File: src/rtl/fifo_drain.sv
// fifo_drain: read-side consumer for the dual-clock FIFO.
// Pops into a 2-entry skid buffer that feeds a valid/ready stream.
module fifo_drain #(
  parameter int width = 8,
  parameter int cnt_w = 16
) (
  input  logic             rclk,
  input  logic             rrst,
  input  logic             enable,
  input  logic             rempty,
  input  logic [width-1:0] rdata,
  output logic             rinc,
  output logic [width-1:0] m_data,
  output logic             m_valid,
  input  logic             m_ready,
  output logic [cnt_w-1:0] word_cnt
);

  logic [1:0]       occ;
  logic [1:0]       occ_nxt;
  logic [width-1:0] head;
  logic [width-1:0] tail;
  logic             pop_out;
  logic             push;
  logic             room;

  assign pop_out = m_valid & m_ready;
  // a full buffer may still take a word when its head leaves this cycle
  assign room    = (occ != 2'd2) | pop_out;
  assign rinc    = ~rrst & enable & ~rempty & room;
  assign push    = rinc;
  assign m_data  = head;

  // next occupancy from this cycle's push and pop
  always_comb begin
    occ_nxt = occ + 2'(push) - 2'(pop_out);
  end

  // buffer storage, occupancy, valid flag and delivered-word counter
  always_ff @(posedge rclk) begin
    if (rrst) begin
      occ      <= 2'd0;
      m_valid  <= 1'b0;
      head     <= '0;
      tail     <= '0;
      word_cnt <= '0;
    end else begin
      occ     <= occ_nxt;
      m_valid <= (occ_nxt != 2'd0);
      if (pop_out) begin
        word_cnt <= word_cnt + 1'b1;
      end
      unique case (1'b1)
        (push & ~pop_out): begin
          if (occ == 2'd0) begin
            head <= rdata;
          end else begin
            tail <= rdata;
          end
        end
        (~push & pop_out): begin
          if (occ == 2'd2) begin
            head <= tail;
          end
        end
        (push & pop_out): begin
          if (occ == 2'd2) begin
            head <= tail;
            tail <= rdata;
          end else begin
            head <= rdata;
          end
        end
        default: begin
        end
      endcase
    end
  end

endmodule

File: config.mk
export PLATFORM = sky130hd
export DESIGN_NAME = fifo_drain
export DESIGN_NICKNAME = d
export VERILOG_FILES = /design/src/rtl/fifo_drain.sv
export SDC_FILE = /design/constraint.sdc
export NUM_CORES = 1
export LEC_CHECK = 0
export CAP_MARGIN = 30
export CORE_MARGIN = 2
export CORE_UTILIZATION = 35
export CTS_CLUSTER_DIAMETER = 30
export CTS_CLUSTER_SIZE = 10
export DETAILED_ROUTE_END_ITERATION = 6
export SLEW_MARGIN = 20
export SYNTH_ARGS = -nofsm -noshare
export SYNTH_HDL_FRONTEND = slang
export SYNTH_SLANG_ARGS = --single-unit
File: constraint.sdc
create_clock -name rclk -period 2.2 [get_ports rclk]
set_input_delay 0.22 -clock rclk [delete_from_list [all_inputs] [get_ports rclk]]
set_output_delay 0.22 -clock rclk [all_outputs]
set_load 0.05 [all_outputs]
### After elaboration in Yosys (flattened, before gate mapping)

Cells that the tools add are included.
W data, S select, Z words.

| operators by class | value |
|---|---|
| shifts and indexed selects | 0 |
| eq/ne operators | 6 |
| reduce and logical (&&, ||, !) cells | 6 |
| bitwise gates (word level) | 12 |
| div/mod/pow operators | 0 |
| multiplexer cells | 7 |
| multipliers | 0 |
| order comparisons | 0 |
| add/sub/neg operators | 3 |

Operators with widths:

| kind | count |
|---|---|
| $mux W8 | 5 |
| $pmux W8 S3 | 1 |
| $add A16 B1 Y16 const B | 1 |
| $pmux W8 S2 | 1 |
| $and A1 B1 Y1 | 7 |
| $ne A2 B2 Y1 const B | 3 |
| $reduce_and A3 Y1 | 2 |
| $ne A2 B1 Y1 const B | 2 |
| $not A1 Y1 | 4 |
| $reduce_bool A2 Y1 | 2 |
| $reduce_bool A3 Y1 | 1 |
| $add A2 B1 Y2 | 1 |
| $eq A2 B2 Y1 const B | 1 |
| $logic_not A2 Y1 | 1 |
| $sub A2 B1 Y2 | 1 |
| $or A1 B1 Y1 | 1 |

| word-level totals | value |
|---|---|
| output and inout bits | 26 |
| input port bits | 13 |
| memory bits (writable) | 0 |
| memories | 0 |
| latch bits | 0 |
| bits in read-only memories | 0 |
| logic and storage cells | 39 |
| bits in registers | 35 |

### Longest topological paths before layout

Gate-level depths: netlist of the first run.

| logic depth | value |
|---|---|
| word-level depth | 8 |
| mapped depth | 9 |
| depth with buffers taken out | 9 |

### Worst setup path after synthesis of the first run

No wires, ideal clock.

| path | value |
|---|---|
| kind | register to register |
| start | register m_valid |
| end | register m_valid |
| period minus slack after synthesis | 2.503 ns |
| setup time | 0.123 ns |
| stages on the path, launching flop included | 9 |
| setup slack | -0.303 ns |
| arrival time | 2.379 ns |
| cell sequence | dfxtp_1 -> nand2_2 -> inv_1 -> o21a_1 -> ha_1 -> xor2_1 -> and2_1 -> nor3_1 -> or2_2 |

| between the ends | value |
|---|---|
| cells in the longest elaborated chain, start to end | 6 |

RTL lines:

| what | line | text |
|---|---|---|
| start, declared | 14 | `output logic m_valid,` |
| start signal, assigned | 49 | `m_valid <= (occ_nxt != 2'd0);` |
| $and A1 B1 Y1 | 27 | `assign pop_out = m_valid & m_ready;` |
| named net pop_out | 23 | `logic pop_out;` |
| $or A1 B1 Y1 | 29 | `assign room = (occ != 2'd2) \| pop_out;` |
| $and A1 B1 Y1 | 30 | `assign rinc = ~rrst & enable & ~rempty & room;` |
| named net rinc | 12 | `output logic rinc,` |
| $add A2 B1 Y2 | 36 | `occ_nxt = occ + 2'(push) - 2'(pop_out);` |
| $sub A2 B1 Y2 | 36 |  |
| $reduce_bool A2 Y1 | 49 |  |

The timed path passes the listed nets, and every way through them passes these cells.
A chain may end at the register's enable or synchronous reset.

### Worst setup path in the final report of the first run

| path | value |
|---|---|
| start | register word_cnt[3] |
| end | output port word_cnt[3] |

RTL lines:

| what | line | text |
|---|---|---|
| start, declared | 16 | `output logic [cnt_w-1:0] word_cnt` |
| start signal, assigned | 51 | `word_cnt <= word_cnt + 1'b1;` |

No word-level cell between the ends.

==> results.md, run 1 <==
- Hold/Removal Path Class: register to register
- Setup-failing EPs final: 0
- Average size of a mapped cell: 8.93 um2
- Outcome: complete, no violations
- Vias: 1357
- Tot Pwr: 1.63 mW
- TritonCTS clock tree: done
- Number of I/O port buffers: 38
- Antenna diodes: 0
- Syn nets: 187
- Post-synthesis mux area share: 5.24%
- Cts hold-fix bufs: 0
- Top FF cell, synth: dfxtp_1
- Die Area: 4910 um2
- Power Dens Cells: 773 nW/um2
- Max-cap violations: 0
- Simple-Gate Fraction of Synth Area: 21.8%
- Clock sink count: 35
- Synthesis warning total: 0
- Row Count: 24
- Crit-path cells: clkdlybuf4s50_1
- Hold Path Origin: m_data[4]
- Worst clock skew: 5.89 ps
- Pins Over Slew Limit: 0
- Worst-Skew Late Latency: 280 ps
- Yosys reg bits: 35
- Max frequency: 0.541 GHz
- Compound-Gate Fraction of Synth Area: 13.4%
- Dpl cells: 264
- Dpl hpwl: 2.47 mm
- Global-route wire length before repair: 5.86 mm
- DR WL/cell: 12.9 um
- Worst vdd ir: 0.000297 V
- Most common cell after layout, fill and taps aside: clkdlybuf4s50_1
- Initial Util: 35.8%
- Synth Instances: 171
- DP Worst Slack: 66.1 ps
- Worst Tran Pin Value: 508 ps
- Synth Area in XOR/XNOR: 6.88%
- Register area share after synthesis: 45.9%
- Post-route minimum period: 1850 ps
- Resize count post-CTS: 0
- Clock tree root driver cell: clkbuf_8
- Crit-path slowest cell: clkdlybuf4s50_1
- RSZ-0062 raised after global routing: false
- Starting DRT DRC Count: 37
- Clock buffer count from CTS: 5
- Via count of the first global-routing pass: 1287
- Critical path startpoint: word_cnt[3]
- Buf/Inv on CP: 1
- I/O pin count: 39
- Crit start category: register
- TNS Setup: 0 ps
- Setup ws final: 350 ps
- Number of routed nets with antenna violations: 0
- GRT Resource Usage Total: 14.9%
- Die Span Y: 70.1 um
- Cell family contributing the most delay on the critical path: buffers and inverters
- Initial antenna violation count: 0
- Largest net degree at the start of global routing: 35
- Routed WL: 3.52 mm
- Rel. slew slack: 66.0%
- Slowest stage delay, CP: 870 ps
- Fillers: 411
- Final hold violation count: 0
- Non-filler instance count after layout: 272
- Die Width: 70.1 um
- Largest family of logic cells by synthesized area: simple AND/OR/NAND/NOR gates
- Synth-to-Final Area Change: 38.1%
- GRT overflow: 0
- Clk pin slew, worst setup/hold paths: 70 ps
- Required time of the critical path: 1980 ps
- LEAKAGE: 0.838 nW
- Fraction of layout cells with a size suffix above 1: 11.4%
- Post-synth EDFFs: 0
- Post-Synth Adder-Cell Area: 2.46%
- Max Buffers Root-to-Sink: 2
- Ys async rst share: 0%
- # nets final: 235
- Number of remaining DRC errors: 0
- Crit path kind: register to output port
- Post-CTS setup buffers: 0
- WP data arrival: 1630 ps
- Commonest non-fill, non-tap cells in the layout: 37 x clkdlybuf4s50_1, 34 x dfxtp_1, 20 x nor2_1, 15 x a21oi_1, 15 x nand2_1
- Worst r2r src: m_valid
- H-tree depth: 2
- Placer Congestion: 0.702
- CP endpoint kind: output port
- Vias per cell: 4.99
- Yosys cell types: 33
- Mapped Area: 1530 um2
- Drt first pass iters: 4
- Core area: 4260 um2
- Period Utilization, post-route: 84.1%
- Max FO, Critical Path: 7
through the flow:
stage	hold slack [ps]	area, um2	utilization (%)
6_report	467	2110	49.5
5_1_grt	507	2110	49.5
4_1_cts	473	2110	49.5
3_5_place_dp	462	2020	47.5
3_3_place_gp	453	2020	47.5
2_1_floorplan	364	1530	-
cell usage after synthesis (all sizes together) (2+ instances only):
cell type	instances	area [um2]
or3	4	26.3
a221oi	8	70.1
nor4	3	18.8
nand4	5	46.3
ha	3	37.5
nor2	20	75.1
a21oi	15	75.1
xor2	4	35.0
buf	2	10.0
xnor2	8	70.1
nor3	5	25.0
dfxtp	35	701
mux2i	8	80.1
nand2	16	62.6
o21ai	5	28.8
inv	12	45.0
nand3	4	20.0
clkbuf	3	11.3
metal layers:
layer  vias to the layer above  GRT usage (%)  routed length, um
li1                        687              -                  -
met1                       631           17.8               1590
met2                        34           24.2               1680
met3                         5           4.91                198
met4                         0           6.62                 50
met5                         -              0                  0
kinds of logic after synthesis:
group                      after synthesis
DFF                                     35
and+or+nand+nor                         64
muxes                                    8
adders and majority gates                3
AOI/OAI and AO/OA                       32
xor gates and xnor gates                12
buffers and inverters                   17
power by group:
| group | internal, mW | switching (mW) | total, mW |
|---|---|---|---|
| clock network | 0.221 | 0.229 | 0.450 |
| registers | 0.686 | 0.0487 | 0.735 |
| logic | 0.179 | 0.266 | 0.445 |
| total | 1.09 | 0.544 | 1.63 |
path summary, 6_finish.rpt:
kind,end,slack (ps),cells after the start
worst min register to register,m_data[4],470,2
worst max register to register,m_valid,380,9
worst max-delay path,word_cnt[3],350,1
worst min-delay path,m_data[4],470,2
worst min-delay path: cells and delay by family, from the launching register on:
| family | cells | cell delay, ps |
|---|---|---|
| flops | 1 | 310 |
| buf+inv | 1 | 50 |
| compound gates | 1 | 60 |
area by class of cell:
type	count	area, um2	area share [%]
multi-input combinational	119	762	36.1
sequential	35	702	33.3
timing repair buffer	46	450	21.4
clock buffer	6	72.6	3.44
tap	52	65.1	3.08
inverter	12	45.0	2.14
clock inverter	2	12.5	0.593
state kept, by name, indices dropped and copies added (netlist names):
name and count:
m_data 8, occ 2, word_cnt 16, tail 8
m_valid 1
No activity file was read; power rests on OpenSTA's default activity.
==> run 2: changes to the inputs <==
clock period = 1.9 ns   (was 2.2 ns; I/O delays follow)
==> results.md, run 2 (synthesized netlist as in run 1, its figures left out) <==
- Outcome: complete, no violations
- Required time of the critical path: 2070 ps
- H-tree depth: 2
- Worst-Skew Late Latency: 280 ps
- Max frequency: 0.571 GHz
- Crit-path slowest cell: clkdlybuf4s50_1
- LEAKAGE: 0.865 nW
- # nets final: 238
- GRT overflow: 0
- Vias per cell: 5.08
- Row Count: 24
- Global-route wire length before repair: 6.22 mm
- Die Span Y: 70.1 um
- R2R setup slack: 150 ps
- Antenna diodes: 0
- Clk pin slew, worst setup/hold paths: 70 ps
- Cell family contributing the most delay on the critical path: buffers and inverters
- WP data arrival: 1920 ps
- TritonCTS clock tree: done
- Fraction of layout cells with a size suffix above 1: 17.6%
- Slowest stage delay, CP: 490 ps
- Largest net degree at the start of global routing: 35
- Initial antenna violation count: 0
- Number of routed nets with antenna violations: 0
- Vias: 1393
- Min Hold Slack: 466 ps
- Crit path kind: primary input to register
- Most common cell after layout, fill and taps aside: clkdlybuf4s50_1
- Worst clock skew: 5.68 ps
- Die Width: 70.1 um
- TNS Setup: 0 ps
- Worst vdd ir: 0.000344 V
- Period Utilization, post-route: 92.2%
- Commonest non-fill, non-tap cells in the layout: 37 x clkdlybuf4s50_1, 26 x dfxtp_1, 20 x nor2_1, 15 x nand2_1, 14 x a21oi_1
- Rel. slew slack: 66.5%
- Cts hold-fix bufs: 0
- Number of I/O port buffers: 38
- Setup-failing EPs final: 0
- Worst Tran Pin Value: 502 ps
- Placer Congestion: 0.681
- Core area: 4260 um2
- Starting DRT DRC Count: 42
- Buf/Inv on CP: 3
- Clock tree root driver cell: clkbuf_8
- Hold/Removal Path Class: register to register
- Crit-path cells: clkdlybuf4s50_1 -> nand2_2 -> inv_2 -> ha_1 -> inv_1 -> ha_2 -> xor2_2 -> and2_1 -> nor3_1 -> or2_2
- Routed WL: 3.69 mm
- Post-CTS setup buffers: 0
- Power Dens Cells: 906 nW/um2
- Pins Over Slew Limit: 0
- CP endpoint kind: register
- Final hold violation count: 0
- Dpl hpwl: 2.68 mm
- GRT Resource Usage Total: 15.9%
- Fillers: 417
- Clock sink count: 35
- Initial Util: 35.8%
- Crit start category: primary input
- Die Area: 4910 um2
- Max FFs per register: 16
- Max FO, Critical Path: 3
- Clock buffer count from CTS: 5
- Number of remaining DRC errors: 0
- Max Buffers Root-to-Sink: 2
- Drt first pass iters: 4
- Synth-to-Final Area Change: 43.3%
- Post-route minimum period: 1750 ps
- RSZ-0062 raised after global routing: false
- DR WL/cell: 13.5 um
- I/O pin count: 39
- Top reg by flops: word_cnt
- Max-cap violations: 0
- Via count of the first global-routing pass: 1401
==> run 2: power breakdown <==
part	switching, mW	internal, mW
Combinational	0.320	0.221
Sequential	0.0539	0.799
Clock	0.259	0.331
Total	0.633	1.35
==> run 2: timing repair <==
action	CTS	global route
hold endpoints to repair	0	0
gates resized for setup	0	4
endpoints found under the setup margin	0	2
==> run 2: path summary, 6_finish.rpt <==
kind,endpoint,start,cells after the start
min,m_data[7],m_data[7],2
max,m_valid,m_ready,10
min reg2reg,m_data[7],m_data[7],2
max reg2reg,m_valid,m_valid,9
==> run 2: per-layer routing <==
metal	GRT usage (%)	share of wire, %	vias to the layer above
met4	5.13	0.32	0
met2	26.6	50	37
met1	19.3	45	658
met5	0	0	-
li1	-	-	696
met3	5.34	5.0	2
==> run 2: final cells by class <==
cell class / instances / area, um2 / area share, %
repair buffers: 49 / 485 / 22.2
multi-input cells: 119 / 782 / 35.7
inverters: 12 / 45.0 / 2.06
well taps: 52 / 65.1 / 2.97
clock buffers: 7 / 97.6 / 4.46
flip-flops and latches: 35 / 714 / 32.6
==> run 2: per-stage QoR <==
stage / instances / setup WS [ps] / power, mW / area, um2 / utilization [%]
6_report: 274 / 148 / 1.98 / 2190 / 51.3
5_1_grt: 274 / 35.7 / 2.08 / 2190 / 51.3
4_1_cts: 274 / 75.5 / 2.00 / 2180 / 51.0
3_5_place_dp: 267 / -226 / 1.40 / 2080 / 48.7
3_3_place_gp: 267 / -110 / 1.38 / 2080 / 48.7
2_1_floorplan: 171 / -17.4 / 1.20 / 1550 / -
==> run 2: worst register-to-register path: cells and delay by family, from the launching register on <==
kind,cells,cell delay [ps]
XOR/XNOR,1,150
adder cells (fa/ha/maj),2,450
buffers and inverters,2,110
flip-flops,1,370
AND/OR/NAND/NOR,4,570
